<file path="config.mk">
export PLATFORM = sky130hd
export DESIGN_NAME = cpu_lsu
export DESIGN_NICKNAME = d
export VERILOG_FILES = /design/src/rtl/cpu_lsu.sv
export SDC_FILE = /design/constraint.sdc
export NUM_CORES = 1
export LEC_CHECK = 0
export ABC_CLOCK_PERIOD_IN_PS = 7720
export BUFFER_PORTS_ARGS = -buffer_cell sky130_fd_sc_hd__buf_2
export CAP_MARGIN = 20
export CORE_MARGIN = 2
export CORE_UTILIZATION = 40
export DETAILED_ROUTE_END_ITERATION = 6
export MAX_ROUTING_LAYER = met4
export PLACE_DENSITY = 0.67
export SYNTH_ARGS = -nofsm -noshare
export SYNTH_HDL_FRONTEND = slang
export SYNTH_SLANG_ARGS = --single-unit
</file>
<file path="constraint.sdc">
create_clock -name i_clk -period 7.72 [get_ports i_clk]
set_input_delay 0.772 -clock i_clk [delete_from_list [all_inputs] [get_ports i_clk]]
set_output_delay 0.772 -clock i_clk [all_outputs]
set_load 0.03 [all_outputs]
</file>
<file path="src/rtl/cpu_lsu.sv">
`default_nettype none
// cpu_lsu: load/store unit driving a req/gnt/rvalid data-memory port, with alignment faults
// and sign/zero-extended load results. Revision 1.0
module cpu_lsu #(
  parameter int p_rd_buf = 0
) (
  input  logic        i_clk,
  input  logic        i_rst,
  input  logic        i_en_mem,
  input  logic        i_we,
  input  logic [1:0]  i_size,
  input  logic        i_unsigned,
  input  logic [31:0] i_addr,
  input  logic [31:0] i_wr_data,
  output logic        o_dmem_req,
  input  logic        i_dmem_gnt,
  output logic [31:0] o_dmem_addr,
  output logic        o_dmem_we,
  output logic [3:0]  o_dmem_be,
  output logic [31:0] o_dmem_wr_data,
  input  logic        i_dmem_rvalid,
  input  logic [31:0] i_dmem_rd_data,
  output logic [31:0] o_rd_data,
  output logic        o_mem_done,
  output logic        o_misaligned,
  output logic        o_busy
);

  typedef enum logic [2:0] {
    S_IDLE  = 3'd0,
    S_REQ   = 3'd1,
    S_WAIT  = 3'd2,
    S_RBUF  = 3'd3,
    S_DONE  = 3'd4,
    S_FAULT = 3'd5
  } state_t;

  state_t      state, state_nxt;

  logic [31:0] addr_q;
  logic        we_q;
  logic [1:0]  size_q;
  logic        uns_q;
  logic [3:0]  be_q;
  logic [31:0] wdata_q;
  logic [31:0] rd_data_q;

  logic        misaligned_in;
  logic        accept;
  logic        rvalid_hit;
  logic        load_capture;
  logic [3:0]  be_in;
  logic [31:0] wdata_in;
  logic [31:0] ext_src;
  logic [15:0] shifted;
  logic [31:0] ext_data;

  always_comb begin
    misaligned_in = 1'b0;
    case (i_size)
      2'b01:   misaligned_in = i_addr[0];
      2'b10:   misaligned_in = |i_addr[1:0];
      2'b11:   misaligned_in = 1'b1;
      default: misaligned_in = 1'b0;
    endcase
  end

  // Lane enables and replicated store data are formed once, at acceptance.
  always_comb begin
    be_in    = 4'b1111;
    wdata_in = i_wr_data;
    case (i_size)
      2'b00: begin
        be_in    = 4'b0001 << i_addr[1:0];
        wdata_in = {4{i_wr_data[7:0]}};
      end
      2'b01: begin
        be_in    = 4'b0011 << {i_addr[1], 1'b0};
        wdata_in = {2{i_wr_data[15:0]}};
      end
      default: begin
        be_in    = 4'b1111;
        wdata_in = i_wr_data;
      end
    endcase
  end

  assign accept     = (state == S_IDLE) && i_en_mem && !misaligned_in;
  assign rvalid_hit = (state == S_WAIT) && i_dmem_rvalid;

  always_ff @(posedge i_clk or posedge i_rst) begin
    if (i_rst) begin
      state <= S_IDLE;
    end else begin
      state <= state_nxt;
    end
  end

  always_comb begin
    state_nxt = state;
    case (state)
      S_IDLE: begin
        if (i_en_mem) begin
          state_nxt = misaligned_in ? S_FAULT : S_REQ;
        end
      end
      S_REQ: begin
        if (i_dmem_gnt) begin
          state_nxt = we_q ? S_DONE : S_WAIT;
        end
      end
      S_WAIT: begin
        if (i_dmem_rvalid) begin
          state_nxt = (p_rd_buf != 0) ? S_RBUF : S_DONE;
        end
      end
      S_RBUF:  state_nxt = S_DONE;
      S_DONE:  state_nxt = S_IDLE;
      S_FAULT: state_nxt = S_IDLE;
      default: state_nxt = S_IDLE;
    endcase
  end

  generate
    if (p_rd_buf != 0) begin : g_rbuf
      logic [31:0] rbuf_q;
      always_ff @(posedge i_clk or posedge i_rst) begin
        if (i_rst) begin
          rbuf_q <= 32'd0;
        end else if (rvalid_hit) begin
          rbuf_q <= i_dmem_rd_data;
        end
      end
      assign ext_src      = rbuf_q;
      assign load_capture = (state == S_RBUF);
    end else begin : g_no_rbuf
      assign ext_src      = i_dmem_rd_data;
      assign load_capture = rvalid_hit;
    end
  endgenerate

  assign shifted = 16'(ext_src >> {addr_q[1:0], 3'b000});

  always_comb begin
    ext_data = ext_src;
    case (size_q)
      2'b00:   ext_data = {{24{~uns_q & shifted[7]}}, shifted[7:0]};
      2'b01:   ext_data = {{16{~uns_q & shifted[15]}}, shifted[15:0]};
      default: ext_data = ext_src;
    endcase
  end

  always_ff @(posedge i_clk or posedge i_rst) begin
    if (i_rst) begin
      addr_q    <= 32'd0;
      we_q      <= 1'b0;
      size_q    <= 2'b00;
      uns_q     <= 1'b0;
      be_q      <= 4'b0000;
      wdata_q   <= 32'd0;
      rd_data_q <= 32'd0;
    end else begin
      if (accept) begin
        addr_q  <= i_addr;
        we_q    <= i_we;
        size_q  <= i_size;
        uns_q   <= i_unsigned;
        be_q    <= be_in;
        wdata_q <= wdata_in;
      end
      if (load_capture) begin
        rd_data_q <= ext_data;
      end
    end
  end

  assign o_dmem_req     = (state == S_REQ);
  assign o_dmem_addr    = {addr_q[31:2], 2'b00};
  assign o_dmem_we      = o_dmem_req & we_q;
  assign o_dmem_be      = o_dmem_req ? be_q : 4'b0000;
  assign o_dmem_wr_data = wdata_q;
  assign o_rd_data      = rd_data_q;
  assign o_mem_done     = (state == S_DONE) || (state == S_FAULT);
  assign o_misaligned   = (state == S_FAULT);
  assign o_busy         = (state != S_IDLE);

endmodule
`default_nettype wire

</file>
======== Word level (Yosys, flattened, before mapping) ========
Cells that the tools add are included.
storage, ports and cells
  register bits after elaboration ......... 107
  bits of input ports ..................... 105
  output and inout port bits .............. 105
operators by class
  equal/unequal tests ..................... 12
  shift-type cells ........................ 3
  mux-type cells .......................... 11
  bitwise gates (word level) .............. 4
  reductions and logical operators ........ 11
operators with widths
  kind                                                                      count
  32-bit case mux with 2 select lines                                       2
  32-bit by 5-bit right shift with 16-bit output                            1
  3-bit two-way mux                                                         5
  3-bit case mux with 4 select lines                                        1
  4-bit case mux with 2 select lines                                        1
  3-bit by 2-bit equality test with 1-bit output (second input constant)    2
  3-bit equality test (second input constant)                               2
  2-bit by 1-bit equality test with 1-bit output (second input constant)    2
  2-bit equality test (second input constant)                               2
  2-bit logical NOT                                                         2
  4-bit two-way mux                                                         1
  2-bit inequality test (second input constant)                             2
  1-bit by 2-bit << shifter with 4-bit output (first input constant)        1
  2-bit by 2-bit << shifter with 4-bit output (first input constant)        1
  1-bit bitwise AND                                                         3
  3-bit by 1-bit equality test with 1-bit output (second input constant)    1
  1-bit logical AND                                                         3
  3-bit logical NOT                                                         1
  1-bit case mux with 3 select lines                                        1
  3-bit AND reduction                                                       1
  3-bit nonzero test                                                        1
  2-bit by 1-bit inequality test with 1-bit output (second input constant)  1
  2-bit OR reduction                                                        1
  1-bit logical NOT                                                         1
  other kinds (2)                                                           2

======== Depth between registers and ports, before layout ========
  depth in word-level cells ............... 5
  gate-level depth with buffers ........... 7
  depth with buffers taken out ............ 4

======== Worst setup path before layout ========
OpenSTA, ideal clock, no wires.
  path kind ............................... register to output
  from .................................... reg state[0]
  to ...................................... out o_dmem_be[2]
  data arrival time ....................... 2.104 ns
  required time ........................... 6.948 ns
  setup slack ............................. 4.844 ns
  cell stages (with the launch flop) ...... 5
  buffers on the path ..................... 1
  cells stage by stage .................... dfrtp_1 -> clkbuf_1 -> nor3b_1 -> inv_1 -> nor2_1
on the way
  cells in the longest elaborated chain, start to end .. 2
ends and longest elaborated chain
  element                                         line  source
  from (decl)                                     38    state_t state, state_nxt;
  from (signal assigned)                          95    state <= state_nxt;
  3-bit by 1-bit equality test with 1-bit output  177   assign o_dmem_req = (state == S_REQ);
  net o_dmem_req                                  15    output logic o_dmem_req,
  4-bit two-way mux                               180   assign o_dmem_be = o_dmem_req ? be_q : 4'b0000;
  to (decl)                                       19    output logic [3:0] o_dmem_be,
The timed path passes the listed nets, and every way through them passes these cells.

======== Worst setup path in the final report ========
  from .................................... in i_size[1]
  to ...................................... reg addr_q[30]
on the way
  cells in the longest elaborated chain, start to end .. 4
  elaborated cells between the ends (all ways) .. 6
  those cells by class .................... eq/ne: 3; mux: 1; reduce/logical: 2
ends and longest elaborated chain
  element                                                                                line  source
  from (decl)                                                                            11    input logic [1:0] i_size,
  2-bit equality test or 2-bit by 1-bit equality test with 1-bit output (tied branches)  60    case (i_size)
  1-bit case mux with 3 select lines (*)                                                 60
  1-bit logical NOT (*)                                                                  88    assign accept = (state == S_IDLE) && i_en_mem && !misaligned_in;
  1-bit logical AND (*)                                                                  88
  to (signal assigned)                                                                   164   addr_q <= i_addr;
  to (decl)                                                                              40    logic [31:0] addr_q;
Mark *: on every way between the ends. The rest lies on a longest branch, timed or not.
A chain may end at the register's enable or synchronous reset.

==> metrics.cfg <==
[setup_path]
rrSetupSlack_ps=5310
crit_path_end_kind=register
required_ps=7950
crit_slowest_cell=buf_4
startpoint_type=primary input
ff2ff_path_depth=4
slowest_delay_ps=860
critPathArrivalTime_ps=3180
crit_path_max_fanout=61
r2r-end=addr_q[30]
r2r_start=state[0]
path_cells=buf_2 -> o21a_1 -> o22ai_1 -> nand3_4 -> buf_4 -> mux2_2
critPathKind=in -> reg

[hold_path]
holdPathEnd=be_q[0]
hold_path_class=reg -> reg
hp-start=be_q[0]
min_path_cells=1

[floorplanning]
die_x_um=123
rows=43
die_y_um=123
start_util_pct=40.7
io_pins=210
design.die.area_mm2=0.0150
coreArea_mm2=0.0138

[timing]
holdWs_ps=475
setup-violations-final=0
fmax_ghz=0.339
slew_headroom_pct=26.5
layout_min_cycle_time_ps=2950
slew_viol_final=0
clock_skew_ps=9.57
tightest_slew_ps=1100
finalCritPeriodShare_pct=38.2
tns_ps=0
hold_viol=0
rsz0062_at_grt=no

[clock_network]
clk_pin_slew_ps=70
clock_latency_ps=350
cts_sinks=107
cts_buffer_depth=2
cts_buffers=9
ctsHoldBuffers=0
h-tree-depth=3
cts_tree=done
cts_root_buf=clkbuf_16
post_cts_buffers=0
cts_resized=0

[yosys]
synth_top_cell_area_share_pct=47.6
synth_area_leader_cell=dfrtp_1
synth_area_mm2=0.00562
synth_cell_types=39
synth.top_cells.by_area=dfrtp_1, mux2_4, buf_4
ys_ff_latch=107
synthFlopType=dfrtp_1
synth_edf_count=0
synthArstFlopShare_pct=100
syn_inst=473
yosys_warnings=0
ys_seq_area_share_pct=47.6
syn_area_per_cell_um2=11.9

[cells_and_area]
fillCellCount=1215
layout.nets=737
drive_gt1_share_pct=51.6
diodes=0
final_cell_count_no_fill=817
fin_area_mm2=0.00685
area_growth_pct=21.9

[grt]
grt_overflow=0
grt_pass1_vias=4165
antenna_found_initial=0
grt_first_pass_wirelength_um=20800
globalRouteTotalUtil_pct=18.3
grt_max_degree=62

[routing]
first_iter_violations=291
routed-via-count=4118
wl_per_cell_um=16.3
wl_um=13400
ant_nets=0
viasPerCell=5.04
drt_pass1_iterations=4
drcViolationCount=0

[place]
io_buffers=207
place_area_mm2=0.00651
dp_hpwl_um=9700
dp_cells=801
gp_congestion=0.885

[run_status]
status=finished clean

[power_and_ir_drop]
cellPowerDensity_mw_per_mm2=458
vdd_ir_drop_max_v=0.000218
cellLeakagePower_nw=3.71

[job]
maxCapViolCount=0

[synth_stat cells (all sizes together) (3+ instances only)]
cell type  count
a21o           8
a21oi         11
a2bb2oi        8
and2           4
buf           49
clkbuf        16
dfrtp        107
inv            4
mux2          86
mux2i         18
nand2         47
nand2b         4
nand3         33
nor2          23
nor2b          3
o21ai         26
o22ai          8
[worst max-delay path, delay by kind of cell]
kind | cells | cell delay, ps
AOI/OAI and AO/OA | 2 | 320
buffers and inverters | 2 | 1320
muxes | 1 | 420
and+or+nand+nor | 1 | 270
[stage by stage]
stage / total power (W) / util, % / worst slack [ps]
2_1_floorplan: 0.00231 / - / 4130
3_3_place_gp: 0.00260 / 47.1 / 4470
3_5_place_dp: 0.00263 / 47.1 / 4400
4_1_cts: 0.00316 / 49.5 / 4780
5_1_grt: 0.00330 / 49.5 / 4600
6_report: 0.00313 / 49.5 / 4770
[sequential cells by signal, indices dropped and copies added (netlist names)]
name and cells:
state 3, size_q 2, be_q 4, o_dmem_wr_data 32, o_rd_data 32, uns_q 1
addr_q 32, we_q 1
[layout make-up]
class / instances / area, um^2 / share of cell area, %
clock buffer: 13 / 270 / 3.95
clock inverter: 3 / 68.8 / 1.00
inverter: 4 / 17.5 / 0.256
multi-input combinational: 298 / 2520 / 36.7
sequential: 107 / 2680 / 39.1
tap: 180 / 225 / 3.29
timing repair buffer: 212 / 1070 / 15.7
[worst max path at each step]
| stage | to | cells after the start | startpoint |
|---|---|---|---|
| after floorplan | addr_q[0] | 1 | i_rst |
| after detailed placement | addr_q[30] | 6 | i_size[1] |
| after global routing | addr_q[30] | 6 | i_size[1] |
| after global placement | addr_q[29] | 6 | i_size[1] |
| after CTS | addr_q[30] | 6 | i_size[1] |
| final | addr_q[30] | 6 | i_size[1] |
[cell usage in the layout (no fill, tap or decap), drive strengths merged, types with 8 or more instances in the layout]
master / count
a21oi: 11
o22ai: 8
o21ai: 26
nand2: 47
dfrtp: 107
a21o: 8
mux2i: 18
clkbuf: 13
nor2: 23
buf: 212
mux2: 86
nand3: 33
a2bb2oi: 8
[power by group]
part           switching [W]  internal, W
clock network       0.000206     0.000312
logic               0.000949     0.000639
registers           0.000200     0.000830
[layer usage]
layer  share of wire (%)  up-vias  GRT usage (%)
met4                 2.6        0           8.62
met5                   0        -              -
met3                 7.6       21           3.49
met1                  44     1982           23.5
met2                  46      191           27.9
li1                    -     1924              -
[kinds of logic after synthesis]
logic type | share of synthesized area, %
AND/OR/NAND/NOR | 11.5
flip-flops | 47.6
multiplexers | 25.4
buffers and inverters | 7.92
AO/OA/AOI/OAI | 7.55
other | 0.0667
Note: power is estimated with default switching activity, not from simulation.
